**src/rtl/pipe_ctrl_if.sv**
```systemverilog
`default_nettype none
// ============================================================================
// Module      : pipe_ctrl_if
// Description : Control and handshake bundle between the pipeline and the
//               hazard/flush controller (pipe_ctrl).
// Revision    : 1.0 - initial release
// ============================================================================
interface pipe_ctrl_if #(
  parameter int INST_ADDR_WIDTH = 32,
  parameter int REG_ADDR_WIDTH  = 5
);
  // EX-stage redirect request
  logic                       jump_flag;
  logic [INST_ADDR_WIDTH-1:0] jump_addr;
  // ID-stage source operands
  logic [REG_ADDR_WIDTH-1:0]  id_rs1_raddr;
  logic [REG_ADDR_WIDTH-1:0]  id_rs2_raddr;
  logic                       id_rs1_re;
  logic                       id_rs2_re;
  // EX-stage destination
  logic [REG_ADDR_WIDTH-1:0]  ex_rd_waddr;
  logic                       ex_mem_rd;
  // Data-bus handshake
  logic                       mem_req;
  logic                       mem_ack;
  // Controller outputs
  logic                       hold_pc;
  logic                       hold_if;
  logic                       hold_id;
  logic                       flush_if;
  logic                       flush_id;
  logic                       jump_o;
  logic [INST_ADDR_WIDTH-1:0] jump_addr_o;
  logic                       bus_err;
  logic [31:0]                stall_cnt;

  // Pipeline side: drives requests, receives controls
  modport master (
    output jump_flag, jump_addr, id_rs1_raddr, id_rs2_raddr, id_rs1_re,
           id_rs2_re, ex_rd_waddr, ex_mem_rd, mem_req, mem_ack,
    input  hold_pc, hold_if, hold_id, flush_if, flush_id, jump_o,
           jump_addr_o, bus_err, stall_cnt
  );

  // Controller side
  modport slave (
    input  jump_flag, jump_addr, id_rs1_raddr, id_rs2_raddr, id_rs1_re,
           id_rs2_re, ex_rd_waddr, ex_mem_rd, mem_req, mem_ack,
    output hold_pc, hold_if, hold_id, flush_if, flush_id, jump_o,
           jump_addr_o, bus_err, stall_cnt
  );
endinterface
`default_nettype wire

```
**src/rtl/pipe_ctrl.sv**
```systemverilog
`default_nettype none
// ============================================================================
// Module      : pipe_ctrl
// Description : Pipeline hazard controller. Arbitrates data-bus wait, taken
//               jumps and load-use hazards into hold/flush controls, flags a
//               bus timeout and counts stalled cycles.
// Revision    : 1.0 - initial release
// ============================================================================
module pipe_ctrl #(
  parameter logic HOLD = 1'b1
) (
  input  wire logic  clk,
  input  wire logic  rst,
  pipe_ctrl_if.slave bus
);

  typedef enum logic [1:0] {
    S_IDLE       = 2'd0,
    S_MEM_WAIT   = 2'd1,
    S_JUMP_FLUSH = 2'd2
  } state_t;

  localparam logic [3:0]  c_WAIT_LAST = 4'hF;
  localparam logic [31:0] c_CNT_MAX   = 32'hFFFF_FFFF;

  state_t      r_state;
  state_t      w_next;
  logic [3:0]  r_wait_cnt;
  logic [31:0] r_stall_cnt;

  logic w_bus_wait;
  logic w_rs1_hit;
  logic w_rs2_hit;
  logic w_load_use;
  logic w_hold_pc;
  logic w_hold_if;
  logic w_hold_id;
  logic w_flush_if;
  logic w_flush_id;
  logic w_jump;
  logic w_bus_err;

  // Hazard detection; x0 is never a real producer so it is excluded
  assign w_bus_wait = bus.mem_req & ~bus.mem_ack;
  assign w_rs1_hit  = bus.id_rs1_re & (bus.id_rs1_raddr == bus.ex_rd_waddr);
  assign w_rs2_hit  = bus.id_rs2_re & (bus.id_rs2_raddr == bus.ex_rd_waddr);
  assign w_load_use = bus.ex_mem_rd & (bus.ex_rd_waddr != '0) &
                      (w_rs1_hit | w_rs2_hit);

  // State register
  always_ff @(posedge clk) begin
    if (!rst) begin
      r_state <= S_IDLE;
    end else begin
      r_state <= w_next;
    end
  end

  // Next state and control decode: bus wait beats jump beats load-use
  always_comb begin
    w_next     = r_state;
    w_hold_pc  = 1'b0;
    w_hold_if  = 1'b0;
    w_hold_id  = 1'b0;
    w_flush_if = 1'b0;
    w_flush_id = 1'b0;
    w_jump     = 1'b0;
    w_bus_err  = 1'b0;
    case (r_state)
      S_IDLE, S_JUMP_FLUSH: begin
        if (w_bus_wait) begin
          w_hold_pc = 1'b1;
          w_hold_if = 1'b1;
          w_hold_id = 1'b1;
          w_next    = S_MEM_WAIT;
        end else if (bus.jump_flag) begin
          w_jump     = 1'b1;
          w_flush_if = 1'b1;
          w_flush_id = 1'b1;
          w_next     = S_JUMP_FLUSH;
        end else begin
          // Second bubble covers the instruction already in flight from fetch
          w_flush_if = (r_state == S_JUMP_FLUSH);
          w_next     = S_IDLE;
          if (w_load_use) begin
            w_hold_pc  = 1'b1;
            w_hold_if  = 1'b1;
            w_flush_id = 1'b1;
          end
        end
      end
      S_MEM_WAIT: begin
        // EX is frozen here, so a pending jump is simply re-seen after release
        if (bus.mem_ack) begin
          w_next = S_IDLE;
        end else if (r_wait_cnt == c_WAIT_LAST) begin
          w_bus_err = 1'b1;
          w_next    = S_IDLE;
        end else begin
          w_hold_pc = 1'b1;
          w_hold_if = 1'b1;
          w_hold_id = 1'b1;
        end
      end
      default: begin
        w_next = S_IDLE;
      end
    endcase
  end

  // Wait counter: zero outside MEM_WAIT so it starts cleared on entry
  always_ff @(posedge clk) begin
    if (!rst) begin
      r_wait_cnt <= 4'd0;
    end else if (r_state != S_MEM_WAIT) begin
      r_wait_cnt <= 4'd0;
    end else if (!bus.mem_ack) begin
      r_wait_cnt <= r_wait_cnt + 4'd1;
    end
  end

  // Saturating count of cycles with the PC held
  always_ff @(posedge clk) begin
    if (!rst) begin
      r_stall_cnt <= 32'd0;
    end else if (w_hold_pc && (r_stall_cnt != c_CNT_MAX)) begin
      r_stall_cnt <= r_stall_cnt + 32'd1;
    end
  end

  // Outputs are forced quiet while reset is low so an aborted wait never
  // leaks a hold or bus_err pulse
  assign bus.hold_pc     = (rst & w_hold_pc) ? HOLD : ~HOLD;
  assign bus.hold_if     = (rst & w_hold_if) ? HOLD : ~HOLD;
  assign bus.hold_id     = (rst & w_hold_id) ? HOLD : ~HOLD;
  assign bus.flush_if    = rst & w_flush_if;
  assign bus.flush_id    = rst & w_flush_id;
  assign bus.jump_o      = rst & w_jump;
  assign bus.jump_addr_o = (rst & w_jump) ? bus.jump_addr : '0;
  assign bus.bus_err     = rst & w_bus_err;
  assign bus.stall_cnt   = r_stall_cnt;

endmodule
`default_nettype wire
```
**src/flat_wrapper.sv**
```systemverilog
// flat-port wrapper written by rule: the top's interface ports become plain ports
module pipe_ctrl_flat 
#(
  parameter logic HOLD = 1'b1
)
  (clk, rst, bus_jump_flag, bus_jump_addr, bus_id_rs1_raddr, bus_id_rs2_raddr, bus_id_rs1_re, bus_id_rs2_re, bus_ex_rd_waddr, bus_ex_mem_rd, bus_mem_req, bus_mem_ack, bus_hold_pc, bus_hold_if, bus_hold_id, bus_flush_if, bus_flush_id, bus_jump_o, bus_jump_addr_o, bus_bus_err, bus_stall_cnt);
  pipe_ctrl_if bus_i ();
  input  wire logic clk;
  input  wire logic rst;
  input wire logic [$bits(bus_i.jump_flag)-1:0] bus_jump_flag;
  input wire logic [$bits(bus_i.jump_addr)-1:0] bus_jump_addr;
  input wire logic [$bits(bus_i.id_rs1_raddr)-1:0] bus_id_rs1_raddr;
  input wire logic [$bits(bus_i.id_rs2_raddr)-1:0] bus_id_rs2_raddr;
  input wire logic [$bits(bus_i.id_rs1_re)-1:0] bus_id_rs1_re;
  input wire logic [$bits(bus_i.id_rs2_re)-1:0] bus_id_rs2_re;
  input wire logic [$bits(bus_i.ex_rd_waddr)-1:0] bus_ex_rd_waddr;
  input wire logic [$bits(bus_i.ex_mem_rd)-1:0] bus_ex_mem_rd;
  input wire logic [$bits(bus_i.mem_req)-1:0] bus_mem_req;
  input wire logic [$bits(bus_i.mem_ack)-1:0] bus_mem_ack;
  output wire logic [$bits(bus_i.hold_pc)-1:0] bus_hold_pc;
  output wire logic [$bits(bus_i.hold_if)-1:0] bus_hold_if;
  output wire logic [$bits(bus_i.hold_id)-1:0] bus_hold_id;
  output wire logic [$bits(bus_i.flush_if)-1:0] bus_flush_if;
  output wire logic [$bits(bus_i.flush_id)-1:0] bus_flush_id;
  output wire logic [$bits(bus_i.jump_o)-1:0] bus_jump_o;
  output wire logic [$bits(bus_i.jump_addr_o)-1:0] bus_jump_addr_o;
  output wire logic [$bits(bus_i.bus_err)-1:0] bus_bus_err;
  output wire logic [$bits(bus_i.stall_cnt)-1:0] bus_stall_cnt;
  assign bus_i.jump_flag = bus_jump_flag;
  assign bus_i.jump_addr = bus_jump_addr;
  assign bus_i.id_rs1_raddr = bus_id_rs1_raddr;
  assign bus_i.id_rs2_raddr = bus_id_rs2_raddr;
  assign bus_i.id_rs1_re = bus_id_rs1_re;
  assign bus_i.id_rs2_re = bus_id_rs2_re;
  assign bus_i.ex_rd_waddr = bus_ex_rd_waddr;
  assign bus_i.ex_mem_rd = bus_ex_mem_rd;
  assign bus_i.mem_req = bus_mem_req;
  assign bus_i.mem_ack = bus_mem_ack;
  assign bus_hold_pc = bus_i.hold_pc;
  assign bus_hold_if = bus_i.hold_if;
  assign bus_hold_id = bus_i.hold_id;
  assign bus_flush_if = bus_i.flush_if;
  assign bus_flush_id = bus_i.flush_id;
  assign bus_jump_o = bus_i.jump_o;
  assign bus_jump_addr_o = bus_i.jump_addr_o;
  assign bus_bus_err = bus_i.bus_err;
  assign bus_stall_cnt = bus_i.stall_cnt;
  pipe_ctrl #(.HOLD(HOLD)) u_core (.clk(clk), .rst(rst), .bus(bus_i));
endmodule
```
**config.mk**
```make
export PLATFORM = sky130hd
export DESIGN_NAME = pipe_ctrl_flat
export DESIGN_NICKNAME = d
export VERILOG_FILES = /design/src/rtl/pipe_ctrl_if.sv /design/src/rtl/pipe_ctrl.sv /design/src/flat_wrapper.sv
export SDC_FILE = /design/constraint.sdc
export NUM_CORES = 1
export LEC_CHECK = 0
export CORE_MARGIN = 2
export CORE_UTILIZATION = 35
export DETAILED_ROUTE_END_ITERATION = 8
export DONT_BUFFER_PORTS = 1
export GPL_ROUTABILITY_DRIVEN = 0
export PLACE_DENSITY_LB_ADDON = 0.05
export SLEW_MARGIN = 20
export SYNTH_ARGS = -nofsm -noshare
export SYNTH_HDL_FRONTEND = slang
export SYNTH_SLANG_ARGS = --single-unit
```
**constraint.sdc**
```tcl
create_clock -name clk -period 2.4 [get_ports clk]
set_clock_uncertainty 0.15 [all_clocks]
set_input_delay 0 -clock clk [delete_from_list [all_inputs] [get_ports clk]]
set_output_delay 0 -clock clk [all_outputs]
set_load 0.01 [all_outputs]
```
==> run metrics, run 1 <==
Min Clock Period, post-route 2253 ps; failing checks design-rule violations, negative hold slack; I/O pin count 126; CP max FO 31; Vias 2267; synthesized netlist cell count 291; run status complete, but fails checks; clock buffers created by TritonCTS 5; area grow syn2layout 24.09%; Routed wire per std cell 16.64 um; min-delay worst type in -> out; Post-synth top flop sky130_fd_sc_hd__dfxtp_1; residual DRC count 5; sequential element share of the synthesized area 0.3241; smallest hold slack -1.242 ps; Clock Sink Count 38; fraction of registers with async set/reset 0; Placeable Area 6422 um^2; worst skew pair latency 290 ps; first-pass GRT wire length 10900 um; maximum vdd drop 189.2 uV; mux cell area share after synthesis 0.02559; number of nets with antenna violations after detailed routing 0; min setup slack post-route 146.8 ps; Crit Path Class reg -> reg; maximum number of pins on one net before global-route repair 34; simple logic cell fraction of the synthesized area 0.3651; Synth Area in Compound Gates 0.1695; Die Outline Area 7377 um^2; worst-margin pin slew 715.1 ps; Final period util 0.9388; Cell Count, Final, Fillers Out 414; total routing resource utilization after global routing 0.1832; Clock H-tree levels 2; antenna fix cells 0; area of the multi-input gates 1469 um^2; cell row count 29; data arrival at the endpoint of the critical path 2320 ps; Net Count, Synth 348; endpoint type of the worst setup path flop; number of instances in the placed design 393; post-route core utilization 0.4535; Layout fillers 642; number of port buffers 0; synthesized area per cell 8.066 um^2; cell depth of the worst hold path 1; global-route met2 utilization 0.3249; headroom to the max-slew limit 0.5233; Tot Pwr 1255 uW; number of synthesized register bits 38; clock slew at the register clock pins of the worst setup and hold paths 80 ps; adder and majority cell fraction of the synthesized area 0.01066; setup TNS 0 ps; number of enable-type register cells in the synthesized netlist 0; Max Buffers Root-to-Sink 2; Warnings, synthesis 0; post-synth design cell area 2347 um^2; combinational family with the most area after synthesis simple AND/OR/NAND/NOR gates; gr busiest metal met2; peak clock frequency supported by timing 0.4438 GHz; total wire length after detailed routing 6888 um; drt first-iter violations 71; total power per unit cell area 431.0 nW/um^2; critical path data required time 2470 ps; via count of the first global-routing pass 2177; die height 85.89 um; setup repair after global routing missed its margin no; global-route track usage on met3 0.05775; Unique masters post-synth 43; postcts setup bufs 0; worst reg-to-reg path cell count 8; combined flip-flop and latch cell area 760.7 um^2; initial antenna violation count 0; total overflow reported by the global router 0; CTS tree yes; Starting Density 0.3655; endpoints failing hold 4; via count normalized by instance count 5.476; share of post-route cells with drive strength above 1 0.1662; max-slew violation count 0; leakage power summed over all cells 0.001101 uW; element type at the critical path start flop; NumNets Final 393; Max-Cap Viols 0; post-synthesis share of cell area spent on xor and xnor gates 0.05224; setup violation total in the final timing report 0; Root Buffer sky130_fd_sc_hd__clkbuf_8; HPWL after DPL 5268 um; Post-Place Worst Slack 152.3 ps; met1 track utilization from global routing 0.2196; length of the first detailed-routing pass in iterations 8; width of the chip 85.89 um
[path summary, 6_finish.rpt]
check                             from                  endpoint  slack, ps
setup / recovery  u_core.r_wait_cnt[0]  u_core.bus.stall_cnt[13]        150
hold / removal       bus_jump_addr[29]       bus_jump_addr_o[29]         -1
setup reg to reg  u_core.r_wait_cnt[0]  u_core.bus.stall_cnt[13]        150
hold reg to reg   u_core.r_wait_cnt[3]      u_core.r_wait_cnt[3]        380
[final cells by class]
cell class / count / share of cell area
timing repair buffer: 54 / 0.1598
multi-input combinational: 229 / 0.5043
tap: 77 / 0.03308
clock inverter: 1 / 0.001718
clock buffer: 7 / 0.02964
sequential: 38 / 0.2612
inverter: 8 / 0.01031
[stage by stage]
stage,hold slack (ps),cell area [um^2]
after floorplan,-95.60,2347
after global placement,-80.81,2689
after global routing,0.4626,2913
after CTS,0.01819,2910
final,-1.242,2913
after detailed placement,-83.21,2689
[layer usage]
layer  vias to the layer above  part of all wire  wire [um]
met3                         2             0.069        474
met5                         -                 0          0
met2                        73              0.49       3404
met4                         0            0.0035         24
li1                       1151                 -          -
met1                      1041              0.43       2985
[critical path, cell delays in order, from the launching register on]
cell and delay, ps:
sky130_fd_sc_hd__dfxtp_1 340, sky130_fd_sc_hd__ha_1 210, sky130_fd_sc_hd__nand3_1 120, sky130_fd_sc_hd__o221ai_2 120, sky130_fd_sc_hd__a32oi_1 170, sky130_fd_sc_hd__a21bo_4 270, sky130_fd_sc_hd__buf_12 160, sky130_fd_sc_hd__or4_1 500
sky130_fd_sc_hd__a21oi_1 150
[flip-flops by register name (all words and copies together), names as in the netlist]
signal,cells
u_core.r_state,2
u_core.bus.stall_cnt,32
u_core.r_wait_cnt,4
[synth_stat cells (all sizes together), types with 2 or more instances]
master | n | share of area
a21oi | 19 | 0.041
a32oi | 2 | 0.0075
and2 | 35 | 0.093
and3 | 4 | 0.011
buf | 8 | 0.027
clkbuf | 8 | 0.013
dfxtp | 38 | 0.32
ha | 2 | 0.011
inv | 8 | 0.013
mux2i | 6 | 0.026
nand2 | 18 | 0.029
nand2b | 5 | 0.013
nand3 | 12 | 0.026
nand4 | 15 | 0.043
nor2 | 17 | 0.027
nor2b | 3 | 0.0080
nor3 | 4 | 0.0085
nor4 | 8 | 0.030
o211ai | 3 | 0.0096
o21a | 5 | 0.016
o21ai | 12 | 0.026
o31ai | 11 | 0.035
or3 | 12 | 0.032
or4 | 11 | 0.035
xnor2 | 3 | 0.011
xor2 | 11 | 0.041
[timing repair]
item                       in CTS  in global routing
hold endpoints to repair       48                  0
setup endpoints to repair       0                 32
hold buffers                   13                  0
gates resized for setup         0                  1
[kinds of logic (layout without fill, tap and decap cells)]
group,after synthesis,after routing
muxes,6,6
xor gates and xnor gates,14,14
buffers and inverters,24,70
AOI/OAI and AO/OA,60,60
and+or+nand+nor,147,147
DFF,38,38
adders and majority gates,2,2
[power breakdown]
group	leakage (uW)	total, uW	internal, uW	switching (uW)
registers	0.000306	637	634	3.08
clock network	0.0000482	466	232	234
logic	0.000746	153	64.6	88.0
[layout by cell type (no fill, tap or decap), types with 8 or more instances in the layout]
cell type / n
sky130_fd_sc_hd__nand3_1: 12
sky130_fd_sc_hd__and2_1: 34
sky130_fd_sc_hd__buf_4: 39
sky130_fd_sc_hd__xor2_1: 11
sky130_fd_sc_hd__nand4_1: 14
sky130_fd_sc_hd__dlygate4sd3_1: 12
sky130_fd_sc_hd__dfxtp_1: 38
sky130_fd_sc_hd__or4_1: 11
sky130_fd_sc_hd__o21ai_0: 12
sky130_fd_sc_hd__inv_1: 8
sky130_fd_sc_hd__a21oi_1: 19
sky130_fd_sc_hd__o31ai_1: 11
sky130_fd_sc_hd__nand2_1: 18
sky130_fd_sc_hd__nor2_1: 17
sky130_fd_sc_hd__or3_1: 12
(Power assumes the default switching activity.)
==> run 2, diff against run 1 <==
--- a/config.mk
+++ b/config.mk
@@ -5,6 +5,7 @@
 export SDC_FILE = /design/constraint.sdc
 export NUM_CORES = 1
 export LEC_CHECK = 0
+export ABC_AREA = 1
 export CORE_MARGIN = 2
 export CORE_UTILIZATION = 35
 export DETAILED_ROUTE_END_ITERATION = 8
==> run 2 against run 1 <==
Against the previous run:
- the run now ends clean
- sequential share of layout area fell by 5.8 points
- sequential cell count did not move
- synthesized cell count rose by 69%
- critical path depth rose by 1
- die area rose by 23%
- setup slack improved by 5.8 ps
- clock power fell by 7.7%
- critical endpoint is now u_core.bus.stall_cnt[24]
- largest cell class unchanged
==> run metrics, run 2 <==
endpoint type of the worst setup path flop; clock slew at the register clock pins of the worst setup and hold paths 80 ps (about the same); HPWL after DPL 6995 um (+33%); synthesized netlist cell count 491 (+69%); cell types with the largest area share after synthesis sky130_fd_sc_hd__dfxtp_1 (26%), sky130_fd_sc_hd__nand2_1 (17%), sky130_fd_sc_hd__nor2_1 (13%); Placeable Area 8134 um^2 (+27%); sequential element share of the synthesized area 0.2614 (-0.06270); met1 layer wirelength in the final routing 3795 um (+27%); Starting Density 0.3578 (-0.007687); share of post-route cells with drive strength above 1 0.1406 (-0.02560); peak clock frequency supported by timing 0.4450 GHz (+0.26%); startpoint of the worst hold path rst; Min Clock Period, post-route 2247 ps (-5.799 ps); Crit Path Class reg -> reg; post-synth design cell area 2910 um^2 (+24%); number of port buffers 0 (unchanged); synthesized area per cell 5.927 um^2 (-27%); Layout fillers 857 (+33%); total met2 wirelength after detailed routing 5148 um (+51%); Clock Sink Count 38 (unchanged); setup violation total in the final timing report 0 (unchanged); proportion of netlist area held by the largest area contributor 0.2614 (-0.06270); total overflow reported by the global router 0 (unchanged); number of nets with antenna violations after detailed routing 0 (unchanged); Root Buffer sky130_fd_sc_hd__clkbuf_8; data arrival at the endpoint of the critical path 2330 ps (about the same); clock buffers created by TritonCTS 5 (unchanged); total wire length after detailed routing 9629 um (+40%); headroom to the max-slew limit 0.6652 (+0.1420); Synth area leader sky130_fd_sc_hd__dfxtp_1; R2R setup slack 150 ps (about the same); Net Count, Synth 548 (+57%); mux cell area share after synthesis 0 (-0.02559); die height 95.19 um (+11%); setup repair after global routing missed its margin no; CP startpoint u_core.r_wait_cnt[1]; worst skew pair latency 290 ps (about the same); most instantiated cells after synthesis sky130_fd_sc_hd__nand2_1 (132), sky130_fd_sc_hd__nor2_1 (98), sky130_fd_sc_hd__inv_1 (65); Synth Area in Compound Gates 0.08040 (-0.08911); cell row count 33 (+14%); via count normalized by instance count 4.876 (-11%); most common cell after layout, fill and taps aside sky130_fd_sc_hd__nand2_1; leakage power summed over all cells 0.001575 uW (+43%); Post-synth top flop sky130_fd_sc_hd__dfxtp_1; Vias 3252 (+43%); min-delay worst type in -> reg; adder and majority cell fraction of the synthesized area 0.008598 (-0.002063); I/O pin count 126 (unchanged); maximum vdd drop 192.6 uV (+1.8%); initial antenna violation count 0 (unchanged); Routed wire per std cell 14.44 um (-13%); delay-heaviest family, CP buffers and inverters; width of the chip 95.19 um (+11%); commonest cells after routing, fill and taps aside sky130_fd_sc_hd__nand2_1 (132), sky130_fd_sc_hd__nor2_1 (96), sky130_fd_sc_hd__inv_1 (64); simple logic cell fraction of the synthesized area 0.4686 (+0.1035); Clock H-tree levels 2 (unchanged); Post-Place Worst Slack 196.4 ps (+44.16 ps); total power per unit cell area 344.0 nW/um^2 (-20%); Final period util 0.9364 (-0.002416); flip-flop count of the largest register, all copies and words added 32 (unchanged); met3 routed wirelength 549 um (+16%); maximum number of pins on one net before global-route repair 34 (unchanged); total routing resource utilization after global routing 0.2128 (+0.02953); combinational family with the most area after synthesis simple AND/OR/NAND/NOR gates; smallest hold slack 3.883 ps (+5.125 ps); fraction of registers with async set/reset 0 (unchanged); min setup slack post-route 152.6 ps (+5.799 ps); Die Outline Area 9060 um^2 (+23%); area grow syn2layout 29.11%; post-synthesis share of cell area spent on xor and xnor gates 0.06019 (+0.007950); combined buffer and inverter count along the critical path 2 (+1); max-slew violation count 0 (unchanged); most numerous cell in the Yosys netlist sky130_fd_sc_hd__nand2_1; CP max FO 21 (-32%); element type at the critical path start flop; endpoints failing hold 0 (-4); length of the first detailed-routing pass in iterations 5 (-3); Max Buffers Root-to-Sink 2 (unchanged); CTS tree yes; run status finished clean; post-route core utilization 0.4619 (+0.008393); worst reg2reg path startpoint u_core.r_wait_cnt[1]; NumNets Final 619 (+58%); Max-Cap Viols 0 (unchanged); worst-margin pin slew 503.7 ps (-211.4 ps); number of synthesized register bits 38 (unchanged); Max stage delay on crit path 540 ps (+40 ps); setup TNS 0 ps (unchanged); number of enable-type register cells in the synthesized netlist 0 (unchanged); drt first-iter violations 126 (+77%); Warnings, synthesis 0 (unchanged); critical path data required time 2480 ps (about the same); top routing layer in use met4; via count of the first global-routing pass 3137 (+44%); first-pass GRT wire length 15220 um (+40%); Unique masters post-synth 29 (-33%); cell chain of the critical path ha_2, nand3_1, a32oi_2, nand2_2, buf_6, nand3_1, nand2_1, dlygate4sd3_1, nor2_1; antenna fix cells 0 (unchanged); residual DRC count 0 (-5); most repeated library cell on the critical path sky130_fd_sc_hd__nand3_1; cell with the biggest individual delay on the critical path sky130_fd_sc_hd__dlygate4sd3_1
run 2: changes by cell type after synthesis, moves of 10 or more:
cell / before / now
sky130_fd_sc_hd__nand2_1: 18 / 132
sky130_fd_sc_hd__nor2_1: 17 / 98
sky130_fd_sc_hd__inv_1: 8 / 65
sky130_fd_sc_hd__and2_1: 34 / 0
sky130_fd_sc_hd__nand3_1: 12 / 41
sky130_fd_sc_hd__or3_1: 12 / 0
sky130_fd_sc_hd__nand2_2: 0 / 11
sky130_fd_sc_hd__o21ai_0: 12 / 1
sky130_fd_sc_hd__o31ai_1: 11 / 0
sky130_fd_sc_hd__or4_1: 11 / 0
sky130_fd_sc_hd__a21oi_2: 0 / 10
sky130_fd_sc_hd__nand4_1: 14 / 4
run 2: stage by stage:
stage / instance area, um^2 / power, uW / std cells
2_1_floorplan: 2910 / 784.4 / 491
3_3_place_gp: 3156 / 811.4 / 609
3_5_place_dp: 3156 / 812.7 / 609
4_1_cts: 3692 / 1296 / 662
5_1_grt: 3757 / 1348 / 667
6_report: 3757 / 1293 / 667
run 2: final timing paths:
kind              cells after the start                       end
hold / removal                        3         u_core.r_state[0]
setup / recovery                      9  u_core.bus.stall_cnt[24]
hold reg to reg                       2   u_core.bus.stall_cnt[2]
setup reg to reg                      9  u_core.bus.stall_cnt[24]
run 2: layout make-up:
type	count	area, um^2	area share
multi-input cells	370	1815	0.4832
well taps	105	131.4	0.03497
repair buffers	78	704.4	0.1875
clock buffers	7	76.32	0.02031
flip-flops and latches	38	763.2	0.2031
repair inverters	1	7.507	0.001998
inverters	68	259.0	0.06893
run 2: worst reg2reg max path, cell delays in order (launching register included):
cell	delay [ps]
sky130_fd_sc_hd__dfxtp_2	360
sky130_fd_sc_hd__ha_2	200
sky130_fd_sc_hd__nand3_1	130
sky130_fd_sc_hd__a32oi_2	310
sky130_fd_sc_hd__nand2_2	110
sky130_fd_sc_hd__buf_6	190
sky130_fd_sc_hd__nand3_1	90
sky130_fd_sc_hd__nand2_1	40
sky130_fd_sc_hd__dlygate4sd3_1	540
sky130_fd_sc_hd__nor2_1	80
run 2: where the power goes:
part | switching, uW | total, uW | leakage [uW] | internal [uW]
logic | 135 | 224 | 0.00123 | 89.2
registers | 3.25 | 638 | 0.000308 | 635
clock network | 230 | 430 | 0.0000383 | 201
run 2: repair_timing:
item	in CTS	in global routing
hold endpoints to repair	44	0
hold buffers	46	0
resized for setup	0	10
setup endpoints to repair	0	32
buffers inserted	0	4
run 2: logic make-up after synthesis:
logic type | count (synthesis)
DFF | 38
and+or+nand+nor | 311
buffers and inverters | 83
xor gates and xnor gates | 20
adders and majority gates | 2
AOI/OAI and AO/OA | 37
run 2: metal layers:
layer	track usage	vias to the layer above
li1	-	1655
met1	0.2443	1469
met2	0.4049	119
met3	0.03636	9
met4	0.05072	0
met5	0	-
